<file path="src/rtl/mem_arb_pkg.sv">
// Shared types and helpers for the instruction/data memory port arbiter.
package mem_arb_pkg;

    typedef enum logic [1:0] {
        IDLE  = 2'd0,
        ISSUE = 2'd1,
        WAIT  = 2'd2,
        DONE  = 2'd3
    } arb_state_t;

    typedef enum logic {
        OWN_IF = 1'b0,
        OWN_D  = 1'b1
    } arb_owner_t;

    // Wide enough for any practical STARVE_LIMIT (up to 255).
    localparam int STARVE_W = 8;

    function automatic logic [STARVE_W-1:0] starve_inc(
        input logic [STARVE_W-1:0] cnt,
        input logic [STARVE_W-1:0] lim
    );
        logic [STARVE_W-1:0] res;
        if (cnt >= lim) begin
            res = lim;
        end else begin
            res = cnt + {{(STARVE_W-1){1'b0}}, 1'b1};
        end
        return res;
    endfunction

endpackage

</file>
<file path="src/rtl/mem_arb_perf_cnt.sv">
// Free-running grant and stall event counters for the memory port arbiter.
module mem_arb_perf_cnt (
    input  logic        clk,
    input  logic        rstn,
    input  logic        if_gnt,
    input  logic        d_gnt,
    input  logic        if_stall,
    input  logic        d_stall,
    output logic [31:0] cnt_if_gnt,
    output logic [31:0] cnt_d_gnt,
    output logic [31:0] cnt_if_stall,
    output logic [31:0] cnt_d_stall
);

    logic [31:0] if_gnt_r;
    logic [31:0] d_gnt_r;
    logic [31:0] if_stall_r;
    logic [31:0] d_stall_r;

    // Event counters; wrap naturally at 2^32.
    always_ff @(posedge clk) begin
        if (!rstn) begin
            if_gnt_r   <= 32'd0;
            d_gnt_r    <= 32'd0;
            if_stall_r <= 32'd0;
            d_stall_r  <= 32'd0;
        end else begin
            if_gnt_r   <= if_gnt   ? if_gnt_r   + 32'd1 : if_gnt_r;
            d_gnt_r    <= d_gnt    ? d_gnt_r    + 32'd1 : d_gnt_r;
            if_stall_r <= if_stall ? if_stall_r + 32'd1 : if_stall_r;
            d_stall_r  <= d_stall  ? d_stall_r  + 32'd1 : d_stall_r;
        end
    end

    assign cnt_if_gnt   = if_gnt_r;
    assign cnt_d_gnt    = d_gnt_r;
    assign cnt_if_stall = if_stall_r;
    assign cnt_d_stall  = d_stall_r;

endmodule

</file>
<file path="src/rtl/mem_port_arbiter.sv">
// Arbitrates the fetch and load/store ports onto one single-port memory bus,
// one transaction in flight. Define MEM_ARB_PERF_CNT_EN to add performance counters.
module mem_port_arbiter
    import mem_arb_pkg::*;
#(
    parameter int ADDR_W       = 32,
    parameter int DATA_W       = 32,
    parameter int STARVE_LIMIT = 4
) (
    input  logic              clk,
    input  logic              rstn,
    input  logic              i_if_req,
    input  logic [ADDR_W-1:0] i_if_addr,
    input  logic              i_if_flush,
    output logic              o_if_done,
    output logic [DATA_W-1:0] o_if_rdata,
    output logic              o_if_stall,
    input  logic              i_d_req,
    input  logic              i_d_we,
    input  logic [ADDR_W-1:0] i_d_addr,
    input  logic [DATA_W-1:0] i_d_wdata,
    output logic              o_d_done,
    output logic [DATA_W-1:0] o_d_rdata,
    output logic              o_d_stall,
    output logic              o_mem_valid,
    output logic              o_mem_we,
    output logic [ADDR_W-1:0] o_mem_addr,
    output logic [DATA_W-1:0] o_mem_wdata,
    input  logic              i_mem_ready,
    input  logic              i_mem_rvalid,
    input  logic [DATA_W-1:0] i_mem_rdata
`ifdef MEM_ARB_PERF_CNT_EN
    ,
    output logic [31:0]       o_cnt_if_gnt,
    output logic [31:0]       o_cnt_d_gnt,
    output logic [31:0]       o_cnt_if_stall,
    output logic [31:0]       o_cnt_d_stall
`endif
);

    localparam logic [STARVE_W-1:0] STARVE_MAX = STARVE_W'(STARVE_LIMIT);

    arb_state_t          state_r;
    arb_state_t          state_s;
    arb_owner_t          owner_r;
    logic                drop_r;
    logic [STARVE_W-1:0] starve_cnt_r;
    logic                mem_valid_r;
    logic                mem_we_r;
    logic [ADDR_W-1:0]   mem_addr_r;
    logic [DATA_W-1:0]   mem_wdata_r;
    logic                if_done_r;
    logic                d_done_r;
    logic [DATA_W-1:0]   if_rdata_r;
    logic [DATA_W-1:0]   d_rdata_r;

    logic                if_req_eff_s;
    logic                d_win_s;
    logic                if_win_s;
    logic                if_flush_live_s;
    logic                drop_s;

    // Arbitration and flush qualification; a flushed fetch is not a candidate.
    always_comb begin
        if_req_eff_s    = i_if_req & ~i_if_flush;
        d_win_s         = i_d_req & ~(if_req_eff_s & (starve_cnt_r == STARVE_MAX));
        if_win_s        = if_req_eff_s & ~d_win_s;
        if_flush_live_s = i_if_flush & (owner_r == OWN_IF) &
                          ((state_r == ISSUE) | (state_r == WAIT));
        drop_s          = drop_r | if_flush_live_s;
    end

    // Next-state logic.
    always_comb begin
        state_s = state_r;
        case (state_r)
            IDLE: begin
                if (d_win_s | if_win_s) begin
                    state_s = ISSUE;
                end else begin
                    state_s = IDLE;
                end
            end
            ISSUE: begin
                // Once the bus accepts, the read response must still be drained.
                if (i_mem_ready) begin
                    state_s = mem_we_r ? DONE : WAIT;
                end else if (if_flush_live_s) begin
                    state_s = IDLE;
                end else begin
                    state_s = ISSUE;
                end
            end
            WAIT: begin
                if (i_mem_rvalid) begin
                    state_s = DONE;
                end else begin
                    state_s = WAIT;
                end
            end
            DONE: begin
                state_s = IDLE;
            end
            default: begin
                state_s = IDLE;
            end
        endcase
    end

    // State, bus registers, starvation counter, response capture and done pulses.
    always_ff @(posedge clk) begin
        if (!rstn) begin
            state_r      <= IDLE;
            owner_r      <= OWN_IF;
            drop_r       <= 1'b0;
            starve_cnt_r <= {STARVE_W{1'b0}};
            mem_valid_r  <= 1'b0;
            mem_we_r     <= 1'b0;
            mem_addr_r   <= {ADDR_W{1'b0}};
            mem_wdata_r  <= {DATA_W{1'b0}};
            if_done_r    <= 1'b0;
            d_done_r     <= 1'b0;
            if_rdata_r   <= {DATA_W{1'b0}};
            d_rdata_r    <= {DATA_W{1'b0}};
        end else begin
            state_r     <= state_s;
            mem_valid_r <= (state_s == ISSUE);
            if_done_r   <= 1'b0;
            d_done_r    <= 1'b0;
            case (state_r)
                IDLE: begin
                    if (d_win_s) begin
                        owner_r      <= OWN_D;
                        drop_r       <= 1'b0;
                        mem_we_r     <= i_d_we;
                        mem_addr_r   <= i_d_addr;
                        mem_wdata_r  <= i_d_wdata;
                        starve_cnt_r <= if_req_eff_s ? starve_inc(starve_cnt_r, STARVE_MAX)
                                                     : starve_cnt_r;
                    end else if (if_win_s) begin
                        owner_r      <= OWN_IF;
                        drop_r       <= 1'b0;
                        mem_we_r     <= 1'b0;
                        mem_addr_r   <= i_if_addr;
                        mem_wdata_r  <= {DATA_W{1'b0}};
                        starve_cnt_r <= {STARVE_W{1'b0}};
                    end else begin
                        starve_cnt_r <= starve_cnt_r;
                    end
                end
                ISSUE: begin
                    if (i_mem_ready) begin
                        drop_r   <= drop_s;
                        d_done_r <= mem_we_r;
                    end else begin
                        drop_r   <= drop_r;
                    end
                end
                WAIT: begin
                    drop_r <= drop_s;
                    if (i_mem_rvalid) begin
                        if (owner_r == OWN_D) begin
                            d_rdata_r <= i_mem_rdata;
                            d_done_r  <= 1'b1;
                        end else if (!drop_s) begin
                            if_rdata_r <= i_mem_rdata;
                            if_done_r  <= 1'b1;
                        end else begin
                            if_done_r  <= 1'b0;
                        end
                    end else begin
                        d_done_r <= 1'b0;
                    end
                end
                DONE: begin
                    drop_r <= 1'b0;
                end
                default: begin
                    drop_r <= 1'b0;
                end
            endcase
        end
    end

    assign o_if_done   = if_done_r;
    assign o_if_rdata  = if_rdata_r;
    assign o_d_done    = d_done_r;
    assign o_d_rdata   = d_rdata_r;
    assign o_mem_valid = mem_valid_r;
    assign o_mem_we    = mem_we_r;
    assign o_mem_addr  = mem_addr_r;
    assign o_mem_wdata = mem_wdata_r;
    // A dropped fetch never pulses done, so its stall persists through the drain.
    assign o_if_stall  = i_if_req & ~if_done_r;
    assign o_d_stall   = i_d_req & ~d_done_r;

`ifdef MEM_ARB_PERF_CNT_EN
    logic if_gnt_s;
    logic d_gnt_s;

    assign if_gnt_s = (state_r == IDLE) & if_win_s;
    assign d_gnt_s  = (state_r == IDLE) & d_win_s;

    mem_arb_perf_cnt u_perf_cnt (
        .clk          (clk),
        .rstn         (rstn),
        .if_gnt       (if_gnt_s),
        .d_gnt        (d_gnt_s),
        .if_stall     (o_if_stall),
        .d_stall      (o_d_stall),
        .cnt_if_gnt   (o_cnt_if_gnt),
        .cnt_d_gnt    (o_cnt_d_gnt),
        .cnt_if_stall (o_cnt_if_stall),
        .cnt_d_stall  (o_cnt_d_stall)
    );
`endif

endmodule

</file>
<file path="config.mk">
export PLATFORM = sky130hd
export DESIGN_NAME = mem_port_arbiter
export DESIGN_NICKNAME = d
export VERILOG_FILES = /design/src/rtl/mem_arb_pkg.sv /design/src/rtl/mem_arb_perf_cnt.sv /design/src/rtl/mem_port_arbiter.sv
export SDC_FILE = /design/constraint.sdc
export NUM_CORES = 1
export LEC_CHECK = 0
export ABC_AREA = 1
export CAP_MARGIN = 40
export CORE_MARGIN = 4
export CORE_UTILIZATION = 38
export DETAILED_ROUTE_END_ITERATION = 16
export GPL_TIMING_DRIVEN = 0
export PLACE_DENSITY = 0.86
export SLEW_MARGIN = 5
export SYNTH_ARGS = -nofsm -noshare
export SYNTH_HDL_FRONTEND = slang
export SYNTH_SLANG_ARGS = --single-unit
</file>
<file path="constraint.sdc">
create_clock -name clk -period 1.6 [get_ports clk]
set_input_delay 0.16 -clock clk [delete_from_list [all_inputs] [get_ports clk]]
set_output_delay 0.16 -clock clk [all_outputs]
set_load 0.02 [all_outputs]
</file>
==> out/summary.txt <==
status -> complete, but fails checks
failing checks -> setup timing
achievable frequency -> 0.619 GHz
Net Sw Frac -> 0.272
Top-Level Pins -> 270
combinational share of power -> 0.176
critical path data arrival time -> 1.93 ns
layout cells sized above 1 -> 0.118
via total after detailed routing -> 6584
Clk network pwr share -> 0.430
Die W -> 132 microns
Mapped Cells -> 810
max-slew violations -> 0
Min Hold Slack -> 0.0747 ns
first-pass GRT wire length -> 33.0 mm
Final ANT Viol Nets -> 0
vias in the first global route -> 6303
fin nets -> 1254
final core occ -> 0.655
CP endpoint kind -> register
period utilisation layout -> 1.01
pin count of the biggest net entering global routing -> 17
root buffer cell -> clkbuf_16
setup violators final -> 1
die height -> 132 microns
residual overflow from global routing -> 0
max-cap violations -> 0
Die ar. -> 17500 sq um
Worst Path Required -> 1.91 ns
crit-path max FO -> 8
Fill cells -> 1266
First-pass DRT Iterations -> 6
# diodes -> 0
cts hold-fix bufs -> 0
syn nets -> 952
Peak VDD IR -> 0.620 mV
P_int -> 7.08 mW
RSZ-0062 raised after global routing -> true
clock edge transition at the registers on the reported setup and hold paths -> 0.06 ns
actual slew at the worst max-slew pin -> 0.578 ns
Mapped Area -> 5870 sq um
drt drc -> 0
worst hold path type -> in2reg
Clock Skew -> 0.00752 ns
Final min period -> 1.62 ns
Skew-Pair Late Insertion Delay -> 0.42 ns
port bufs -> 267
WS Path Type -> reg2reg
P per Cell Area -> 981 nW/um^2
FP Rows -> 45
Post-Layout Cell Count -> 1313
GP Congestion -> 0.838
post-synthesis sequential area ratio -> 0.491
TritonCTS buffer count -> 17
H-tree depth -> 4
routed len/inst -> 16.6 microns
Total GRT Usage -> 0.233
Core Area -> 15100 sq um
final worst slack -> -0.0162 ns
Cell variety after synth -> 23
Max clock buf depth -> 2
Starting Density -> 0.388
Synth Register Bits -> 144
DP Cell Count -> 1265
max_slew headroom -> 0.615
Sequential Power Share -> 0.394
CTS tree -> yes
Yosys warnings -> 0
initial antenna violation count -> 0
via/cell ratio -> 5.01
Lkg Pwr -> 4.44 nW
r2r setup slk -> -0.02 ns
post-DP HPWL -> 15.4 mm
Layout area overhead -> 68.9%
drt total wl -> 21.8 mm
startpoint types -> register
clock sinks -> 144
Sw Pwr -> 2.64 mW
initial drt markers -> 281
Mean Syn Cell Area -> 7.25 sq um
Final Hold Fails -> 0
## synth_stat cells
cell,instances,area share
a211oi_1,1,0.0013
a21oi_1,72,0.061
a31oi_1,1,0.0011
buf_1,8,0.0051
buf_2,26,0.022
buf_4,4,0.0051
buf_6,1,0.0019
clkbuf_1,23,0.015
dfxtp_1,144,0.49
ha_1,6,0.013
inv_1,51,0.033
inv_2,5,0.0032
nand2_1,151,0.097
nand2_2,1,0.0011
nand3_1,100,0.085
nand3_2,1,0.0017
nand4_1,34,0.036
nor2_1,141,0.090
nor3_1,3,0.0026
nor3b_4,1,0.0032
o21ai_0,29,0.025
o21ai_1,6,0.0051
o22ai_1,1,0.0011
## power by group through the flow
stage / registers [mW] / logic, mW / clock network, mW
after floorplan: 4.09 / 0.584 / 0
after global placement: 3.91 / 1.59 / 0
after detailed placement: 3.91 / 1.61 / 0
after CTS: 3.83 / 1.66 / 4.25
after global routing: 3.85 / 1.84 / 4.41
final: 3.84 / 1.71 / 4.18
## critical path, stage by stage (launching register included)
cell	delay [ns]
dfxtp_2	0.36
inv_4	0.05
ha_4	0.25
nand3_4	0.08
nor3b_4	0.18
buf_6	0.19
inv_8	0.07
buf_6	0.14
nor2_2	0.11
nor2_1	0.07
## cells in the final DEF, fill, tap and decap left out, types with 18 or more instances in the layout
cell,Yosys,layout
clkdlybuf4s50_1,0,243
nand2_1,151,146
dfxtp_1,144,140
nor2_1,141,124
nand3_1,100,97
a21oi_1,72,71
inv_1,51,47
nand4_1,34,34
o21ai_0,29,21
clkbuf_16,0,19
dlymetal6s2s_1,0,19
buf_4,4,18
## flip-flops by register name, summed over array words and instances (netlist names)
name / flops
drop_r: 1
o_d_done: 1
o_d_rdata: 32
o_if_done: 1
o_if_rdata: 32
o_mem_addr: 32
o_mem_valid: 1
o_mem_wdata: 32
o_mem_we: 1
owner_r: 1
starve_cnt_r: 8
state_r: 2
## through the flow
| stage | power (mW) | cell area [sq um] | worst slack [ns] | TNS [ns] |
|---|---|---|---|---|
| floorplan | 4.68 | 5870 | 0.0545 | 0 |
| global placement | 5.50 | 8780 | -0.330 | -24.36 |
| detailed placement | 5.53 | 8780 | -0.321 | -25.79 |
| CTS | 9.75 | 9600 | 0.000484 | 0 |
| global route | 10.1 | 9910 | -0.0916 | -1.30 |
| finish | 9.73 | 9910 | -0.0162 | -0.0162 |
## repair_timing
item                                   4_1_cts  5_1_grt
endpoints found under the hold margin        0        0
resized for setup                           50       92
pin swaps                                    1        8
setup endpoints to repair                  128      140
buffers inserted                             7        4
cloned                                       3        2
## cells by family after synthesis
kind of cell / synth area share
flip-flops: 0.491
adder cells (fa/ha/maj): 0.0128
buffers and inverters: 0.0848
AND/OR/NAND/NOR: 0.317
AO/OA/AOI/OAI: 0.0946
## metal layers
layer	vias to the layer above	track usage	wire length [microns]
met5	-	0	0
met4	0	0.0716	334
met3	26	0.0912	1950
met2	257	0.407	10900
met1	3050	0.263	8600
li1	3251	-	-
## final cells by class
type | instances | area, sq um | share of cell area
tap | 188 | 235 | 0.0237
sequential | 144 | 2890 | 0.292
buffer | 62 | 407 | 0.0410
timing repair buffer | 283 | 2880 | 0.291
clock buffer | 17 | 425 | 0.0429
clock inverter | 15 | 196 | 0.0198
multi-input combinational | 548 | 2650 | 0.267
inverter | 56 | 225 | 0.0227
## final timing paths
path | cells after the start | endpoint | from
worst min-delay path | 3 | o_if_rdata[24] | rstn
worst max register to register | 9 | o_if_rdata[1] | state_r[0]
worst min register to register | 2 | starve_cnt_r[5] | starve_cnt_r[5]
worst max-delay path | 9 | o_if_rdata[1] | state_r[0]
No activity file was read; power rests on OpenSTA's default activity.
